File: config.mk
export PLATFORM = sky130hd
export DESIGN_NAME = mdu
export DESIGN_NICKNAME = d
export VERILOG_FILES = /design/src/rtl/mdu.sv
export SDC_FILE = /design/constraint.sdc
export NUM_CORES = 1
export LEC_CHECK = 0
export BUFFER_PORTS_ARGS = -buffer_cell sky130_fd_sc_hd__buf_4
export CAP_MARGIN = 20
export CORE_MARGIN = 2
export CORE_UTILIZATION = 60
export DETAILED_ROUTE_END_ITERATION = 7
export GPL_ROUTABILITY_DRIVEN = 0
export PLACE_DENSITY_LB_ADDON = 0.05
export SETUP_SLACK_MARGIN = 0.15
export SKIP_CTS_REPAIR_TIMING = 1
export SLEW_MARGIN = 15
export SYNTH_ARGS = -nofsm -noshare
export SYNTH_HDL_FRONTEND = slang
export SYNTH_SLANG_ARGS = --single-unit
export TNS_END_PERCENT = 50
File: constraint.sdc
create_clock -name clk -period 10.4 [get_ports clk]
set_clock_uncertainty 0.1 [all_clocks]
set_input_delay 1.56 -clock clk [delete_from_list [all_inputs] [get_ports clk]]
set_output_delay 1.56 -clock clk [all_outputs]
set_load 0.01 [all_outputs]
File: src/rtl/mdu.sv
// mdu: iterative multiply/divide unit holding the MIPS32 HI/LO registers.
// Handles mult, multu, div, divu (34-cycle start/busy/done handshake) and
// mthi, mtlo (single-edge writes). Optional build macro MDU_FAST_MULT_EN
// replaces the iterative multiply with a single-cycle product; divide is
// always iterative.
module mdu (
    input  logic        clk,
    input  logic        reset,
    input  logic        start,
    input  logic [5:0]  Op,
    input  logic [31:0] A,
    input  logic [31:0] B,
    output logic        busy,
    output logic        done,
    output logic [31:0] HI,
    output logic [31:0] LO
);

    localparam logic [5:0] OP_MULT  = 6'b011000;
    localparam logic [5:0] OP_MULTU = 6'b011001;
    localparam logic [5:0] OP_DIV   = 6'b011010;
    localparam logic [5:0] OP_DIVU  = 6'b011011;
    localparam logic [5:0] OP_MTHI  = 6'b010001;
    localparam logic [5:0] OP_MTLO  = 6'b010011;

    typedef enum logic [1:0] {IDLE, PREP, RUN, FIX} state_t;

    state_t      state, state_nx;
    logic [4:0]  cnt;
    logic        is_div;
    logic        neg_q;      // negate product / quotient in FIX
    logic        neg_r;      // negate remainder in FIX (dividend sign)
    logic        div_zero;
    logic [31:0] opa;        // |A| or raw A
    logic [31:0] opb;        // |B| or raw B
    logic [63:0] acc;        // product, or {remainder, quotient}

    logic        op_mul, op_div, op_signed, accept;
    logic [63:0] mul_nx, div_nx, prod_fix;
    logic [32:0] rem_sh, diff;
    logic [31:0] hi_res, lo_res;

    function automatic logic [31:0] abs32(input logic [31:0] v, input logic sgn);
        return (sgn && v[31]) ? (~v + 32'd1) : v;
    endfunction

    function automatic logic [31:0] neg32(input logic [31:0] v, input logic n);
        return n ? (~v + 32'd1) : v;
    endfunction

    function automatic logic [63:0] neg64(input logic [63:0] v, input logic n);
        return n ? (~v + 64'd1) : v;
    endfunction

    assign op_mul    = (Op == OP_MULT) || (Op == OP_MULTU);
    assign op_div    = (Op == OP_DIV)  || (Op == OP_DIVU);
    assign op_signed = ~Op[0];
    assign accept    = (state == IDLE) && start;
    assign busy      = (state != IDLE);

`ifdef MDU_FAST_MULT_EN
    logic signed [63:0] fast_s;
    logic        [63:0] fast_u;
    assign fast_s = $signed({{32{A[31]}}, A}) * $signed({{32{B[31]}}, B});
    assign fast_u = {32'd0, A} * {32'd0, B};
`endif

    // State register
    always_ff @(posedge clk) begin
        if (reset) state <= IDLE;
        else       state <= state_nx;
    end

    // Next-state logic
    always_comb begin
        state_nx = state;
        case (state)
            IDLE: begin
                if (accept && (op_mul || op_div)) begin
`ifdef MDU_FAST_MULT_EN
                    state_nx = op_mul ? FIX : PREP;
`else
                    state_nx = PREP;
`endif
                end
            end
            PREP:    state_nx = RUN;
            RUN:     state_nx = (cnt == 5'd0) ? FIX : RUN;
            FIX:     state_nx = IDLE;
            default: state_nx = IDLE;
        endcase
    end

    // One iteration step (MSB first) plus the sign-corrected final result
    always_comb begin
        mul_nx   = {acc[62:0], 1'b0} + (opb[cnt] ? {32'd0, opa} : 64'd0);
        rem_sh   = {acc[63:32], opa[cnt]};
        diff     = rem_sh - {1'b0, opb};
        div_nx   = diff[32] ? {rem_sh[31:0], acc[30:0], 1'b0}
                            : {diff[31:0],   acc[30:0], 1'b1};
        prod_fix = neg64(acc, neg_q);
        if (is_div) begin
            // With B=0 the remainder path shifts the whole dividend through,
            // so HI comes out as A after sign restore; only LO is forced.
            hi_res = neg32(acc[63:32], neg_r);
            lo_res = div_zero ? 32'hFFFF_FFFF : neg32(acc[31:0], neg_q);
        end else begin
            hi_res = prod_fix[63:32];
            lo_res = prod_fix[31:0];
        end
    end

    // Operand latch and accumulator datapath (no reset needed)
    always_ff @(posedge clk) begin
        case (state)
            IDLE: begin
                if (accept && (op_mul || op_div)) begin
                    is_div   <= op_div;
                    opa      <= abs32(A, op_signed);
                    opb      <= abs32(B, op_signed);
                    neg_q    <= op_signed & (A[31] ^ B[31]);
                    neg_r    <= op_signed & A[31];
                    div_zero <= (B == 32'd0);
`ifdef MDU_FAST_MULT_EN
                    if (op_mul) begin
                        acc   <= op_signed ? fast_s : fast_u;
                        neg_q <= 1'b0;
                    end
`endif
                end
            end
            PREP:    acc <= 64'd0;
            RUN:     acc <= is_div ? div_nx : mul_nx;
            default: ;
        endcase
    end

    // Control: iteration counter, done pulse, architectural HI/LO
    always_ff @(posedge clk) begin
        if (reset) begin
            cnt  <= 5'd0;
            done <= 1'b0;
            HI   <= 32'd0;
            LO   <= 32'd0;
        end else begin
            done <= (state == FIX);
            case (state)
                IDLE: begin
                    if (accept && (Op == OP_MTHI)) HI <= A;
                    if (accept && (Op == OP_MTLO)) LO <= A;
                end
                PREP: cnt <= 5'd31;
                RUN:  if (cnt != 5'd0) cnt <= cnt - 5'd1;
                FIX: begin
                    HI <= hi_res;
                    LO <= lo_res;
                end
                default: ;
            endcase
        end
    end

endmodule

# Word-level counts from Yosys, hierarchy flattened
# Cells that the tools add are included.
totals:
  ram_bits: 0
  latch_bits: 0
  in_bits: 73
  n_memories: 0
  register_bits: 204
  romBits: 0
classes:
  add_sub_neg: 8
  order_cmp: 1
  mux: 25
  eq_ne: 13
  reduce_logical: 20
  n_shift: 0
  bitwise: 9
  div_mod_pow: 0
  n_mul: 0
op_table:
  columns: ["op", "n"]
  rows:
  - ["two-way mux 32 bit", 10]
  - ["two-way mux 64 bit", 3]
  - ["adder 32 x 1 -> 32 bit, second input constant", 4]
  - ["inverter 32 bit", 4]
  - ["case mux 32 bit (2 select lines)", 2]
  - ["case mux 64 bit (2 select lines)", 1]
  - ["adder 64 x 1 -> 64 bit, second input constant", 1]
  - ["adder 64 x 32 -> 64 bit", 1]
  - ["inverter 64 bit", 1]
  - ["== test 6 x 5 -> 1 bit, second input constant", 6]
  - ["subtractor 33 x 32 -> 33 bit", 1]
  - ["zero test 32 bit", 1]
  - ["binary-select mux 1 bit (select 5 bit)", 2]
  - ["case mux 5 bit (2 select lines)", 1]
  - ["case mux 2 bit (4 select lines)", 1]
  - ["AND reduction 2 bit", 4]
  - ["logical AND 1 bit", 6]
  - ["< comparator 5 x 6 -> 1 bit, second input constant", 1]
  - ["!= test 2 x 1 -> 1 bit, second input constant", 3]
  - ["nonzero test 2 bit", 3]
  - ["zero test 5 bit", 1]
  - ["two-way mux 5 bit", 1]
  - ["nonzero test 5 bit", 1]
  - ["subtractor 5 x 1 -> 5 bit, second input constant", 1]
  - ["other kinds (10)", 16]

# Longest topological paths before layout
logic_depth:
  word_depth: 6
  mapped_depth: 18
  depth_no_buf: 15

# Least setup slack after synthesis
# OpenSTA, ideal clock, no wires.
synth_timing:
  kind: "reg2reg"
  startpoint: "reg cnt[0]"
  endpoint: "reg acc[51] (data pin)"
  n_path_buf: 3
  required_time_ps: 10043
  path_slack_ps: 4842
  period_less_slack_ps: 5558
  arrival_time_ps: 5201
  path_stages_with_launch: 18
  cell_sequence: "dfxtp_1 clkbuf_1 clkbuf_1 mux4_2 mux4_2 mux2i_1 ha_1 inv_1 fa_1 a211oi_1 o21ai_1 o211ai_1 a21oi_1 a211oi_2 mux2i_1 clkbuf_1 nand4b_1 o2111a_1"
synth_via:
  elab_chain_len: 6
synth_rtl:
  columns: ["element", "line_no", "rtl"]
  rows:
  - ["from (decl)", "29", "logic [4:0] cnt;"]
  - ["from (signal assigned)", "153", "RUN: if (cnt != 5'd0) cnt <= cnt - 5'd1;"]
  - ["binary-select mux 1 bit (select 5 bit) (on tied branches)", "96, 97", null]
  - ["two-way mux 1 bit (on tied branches)", "96, 97", null]
  - ["two-way mux 32 bit or subtractor 33 x 32 -> 33 bit (tied branches)", "96, 98", null]
  - ["adder 64 x 32 -> 64 bit or two-way mux 64 bit (tied branches)", "96, 99", null]
  - ["two-way mux 64 bit *", "133", "RUN: acc <= is_div ? div_nx : mul_nx;"]
  - ["case mux 64 bit (2 select lines) *", "115", "case (state)"]
  - ["to (signal assigned)", "133", null]
  - ["to (decl)", "36", "logic [63:0] acc;"]
# Every way passes the cells marked *; elsewhere a longest branch is shown, timed or not. The select of a mux whose other input is x is not followed.
# A chain may end at the register's enable or synchronous reset.

# Final worst setup path
layout_timing:
  startpoint: "reg cnt[1]"
  endpoint: "reg acc[39] (data pin)"
# Same word-level chain as after synthesis.

==> summary.txt <==
Routing
  • Drt total wl: 56.3 mm
  • Initial drt markers: 2271
  • Routed via count: 16500
  • Vias per inst: 6.88
  • DR DRC count: 0
  • Iteration count of the initial detailed-routing pass: 7
  • Per-cell routed wire length: 23.4 microns
  • Final ANT Viol Nets: 0

Die
  • Rows: 60
  • Core area: 27000 sq um
  • I/O pin count: 139
  • Full die area: 28800 sq um
  • Starting density of the core: 0.612
  • Die Wd: 170 microns
  • Chip height: 170 microns

Clock tree
  • Root Driver: clkbuf_16
  • Worst-path clk slew: 0.06 ns
  • CTS tree: done
  • Clk sink count: 204
  • Skew-Pair Late Insertion Delay: 0.57 ns
  • H-tree depth: 1
  • CTS max path bufs: 3
  • Num CTS Buffers: 25

Global routing
  • Antenna violations before repair: 0
  • Gr ovfl total: 0
  • GRT Overall Usage: 0.381
  • Largest net degree at the start of global routing: 70
  • Global-route wire length before repair: 85.2 mm
  • Vias in the first global route: 15100

Logic synthesis
  • Syn_nets: 2125
  • Post-synth ARST share: 0
  • Mapped cell area: 16500 sq um
  • YS warnings: 0
  • Yosys top cell by area: edfxtp_1
  • Yosys top cell area share: 0.240
  • Avg Inst Size Synth: 8.35 sq um
  • Dominant cells by area after synthesis: edfxtp_1, dfxtp_1, a21oi_1, ha_1, xnor2_1
  • Synth cell types: 85
  • Synth Flop Type: edfxtp_1
  • Number of flops mapped to enable cells by yosys: 132
  • #FFs+latches synth: 204
  • Seq/Total Area, Yosys: 0.328
  • Post-Syn Instances: 1976

Finish
  • Inserted Diodes: 0
  • Area grow syn2layout: 12.8%
  • Net count, final: 2192
  • Share of cells above drive strength 1: 0.121
  • Most frequent cells in the layout: nor2_1, a21oi_1, nand2_1
  • Filler Cell Count: 2211
  • Fin area: 18600 sq um
  • Final Non-Filler Cells: 2403

Setup path
  • Worst Setup End Kind: flip-flop
  • WP data required: 10.60 ns
  • Flop-to-flop setup slack: 4.35 ns
  • CP max-delay cell: dfxtp_1
  • CP max FO: 19
  • Critical-path cell list: mux4_2 > mux4_2 > mux2i_1 > ha_1 > inv_1 > fa_1 > a211oi_1 > o21ai_1 > o211ai_1 > a21oi_1 > a211oi_2 > mux2i_1 > buf_4 > mux2i_1 > o31a_1
  • Most frequent CP cell: mux2i_1
  • Buf+Inv Stages, Crit Path: 2
  • Delay-heaviest family, CP: compound AO/OA/AOI/OAI gates
  • Startpoint Class: flip-flop
  • Setup CP Type: flip-flop to flip-flop
  • Max incr delay on CP: 0.96 ns
  • Worst EP arrival: 6.25 ns

Run
  • Max-cap violation count: 0

STA
  • Hold Slack: 0.353 ns
  • Tmin final: 6.05 ns
  • Max_slew headroom: 0.305
  • Period utilisation layout: 0.582
  • Final Hold Vio Count: 0
  • Final setup viols: 0
  • Worst-Margin Slew: 1.04 ns
  • RSZ-0062 raised after global routing: false
  • Fin Setup TNS: 0 ns
  • FMAX: 165 MHz
  • Final Max Tran Viols: 0

Status
  • Status: completed

Placed design
  • Placed Cells: 2356
  • Number of buffers added on ports: 138
  • Post-DP Area: 17700 sq um
  • Final HPWL DP: 41.9 mm

Power and ir drop
  • Leak: 6.99 nW
  • VDD IR max: 214 uV
  • Pwr/cell area: 254 nW/um^2

Worst hold path
  • Hold WC Path Type: flip-flop to flip-flop
## flip-flops by register name, summed over array words and instances (netlist names)
name      flops
div_zero      1
HI           32
LO           32
neg_q         1
acc          64
opb          32
is_div        1
opa          32
neg_r         1
state         2
cnt           5
done          1
## logic make-up (layout without fill, tap and decap cells)
family,count (synthesis),after routing,share of synthesized area
buf+inv,198,284,0.0456
simple gates,706,706,0.213
xor+xnor,166,166,0.0881
mux,46,46,0.0433
flops,204,204,0.328
compound gates,580,580,0.224
fa+ha+maj,76,76,0.0585
## through the flow
step	setup WS [ns]	util	power, mW
after floorplan	4.84	-	2.95
after global placement	4.23	0.655	3.59
after detailed placement	4.04	0.655	3.62
after CTS	3.99	0.690	4.63
after global routing	4.08	0.691	4.95
final	4.35	0.691	4.73
## routing by layer
metal,track usage,vias to the layer above,part of all wire
met2,0.537,1194,0.40
li1,-,7464,-
met5,0,-,0
met3,0.102,205,0.14
met1,0.552,7677,0.41
met4,0.158,0,0.048
## power breakdown
| part | leakage [nW] | total (mW) | switching (mW) | internal [mW] |
|---|---|---|---|---|
| Sequential | 1.81 | 1.44 | 0.400 | 1.04 |
| Clock | 0.465 | 0.998 | 0.382 | 0.616 |
| Combinational | 4.71 | 2.29 | 1.39 | 0.900 |
| Total | 6.99 | 4.73 | 2.17 | 2.56 |
## final timing paths
path | startpoint | endpoint | cells after the start
worst min register to register | LO[11] | LO[11] | 2
worst max register to register | cnt[1] | acc[39] | 15
worst max-delay path | cnt[1] | acc[39] | 15
worst min-delay path | LO[11] | LO[11] | 2
## Yosys cell counts, types with 20 or more instances
cell and n:
or4_1 21, mux4_2 20, ha_1 74, and3_1 28, nand3_1 50, o21ai_0 102, o211ai_1 23, a21oi_1 186
nor2b_1 47, nor2_1 186, inv_1 81, o21ai_1 26, a31oi_1 27, a211oi_1 35, xor2_1 78, or3_1 28
nand4_1 33, edfxtp_1 132, clkbuf_1 99, xnor2_1 88, nand2_1 171, dfxtp_1 72, nor3_1 51, mux2i_1 23
## worst reg2reg max path, cell delays in order (launching register included)
cell and delay [ns]:
dfxtp_1 0.96, mux4_2 0.42, mux4_2 0.49, mux2i_1 0.28, ha_1 0.24, inv_1 0.06
fa_1 0.43, a211oi_1 0.23, o21ai_1 0.19, o211ai_1 0.43, a21oi_1 0.25, a211oi_2 0.54
mux2i_1 0.39, buf_4 0.33, mux2i_1 0.14, o31a_1 0.30
## cell type report
class,instances,area [sq um],area share
inverters,81,304,0.0163
clock inverters,14,226,0.0122
clock buffers,32,714,0.0384
repair buffers,157,1180,0.0633
well taps,341,427,0.0229
multi-input cells,1574,10400,0.556
flip-flops and latches,204,5410,0.290
No activity file was read; power rests on OpenSTA's default activity.
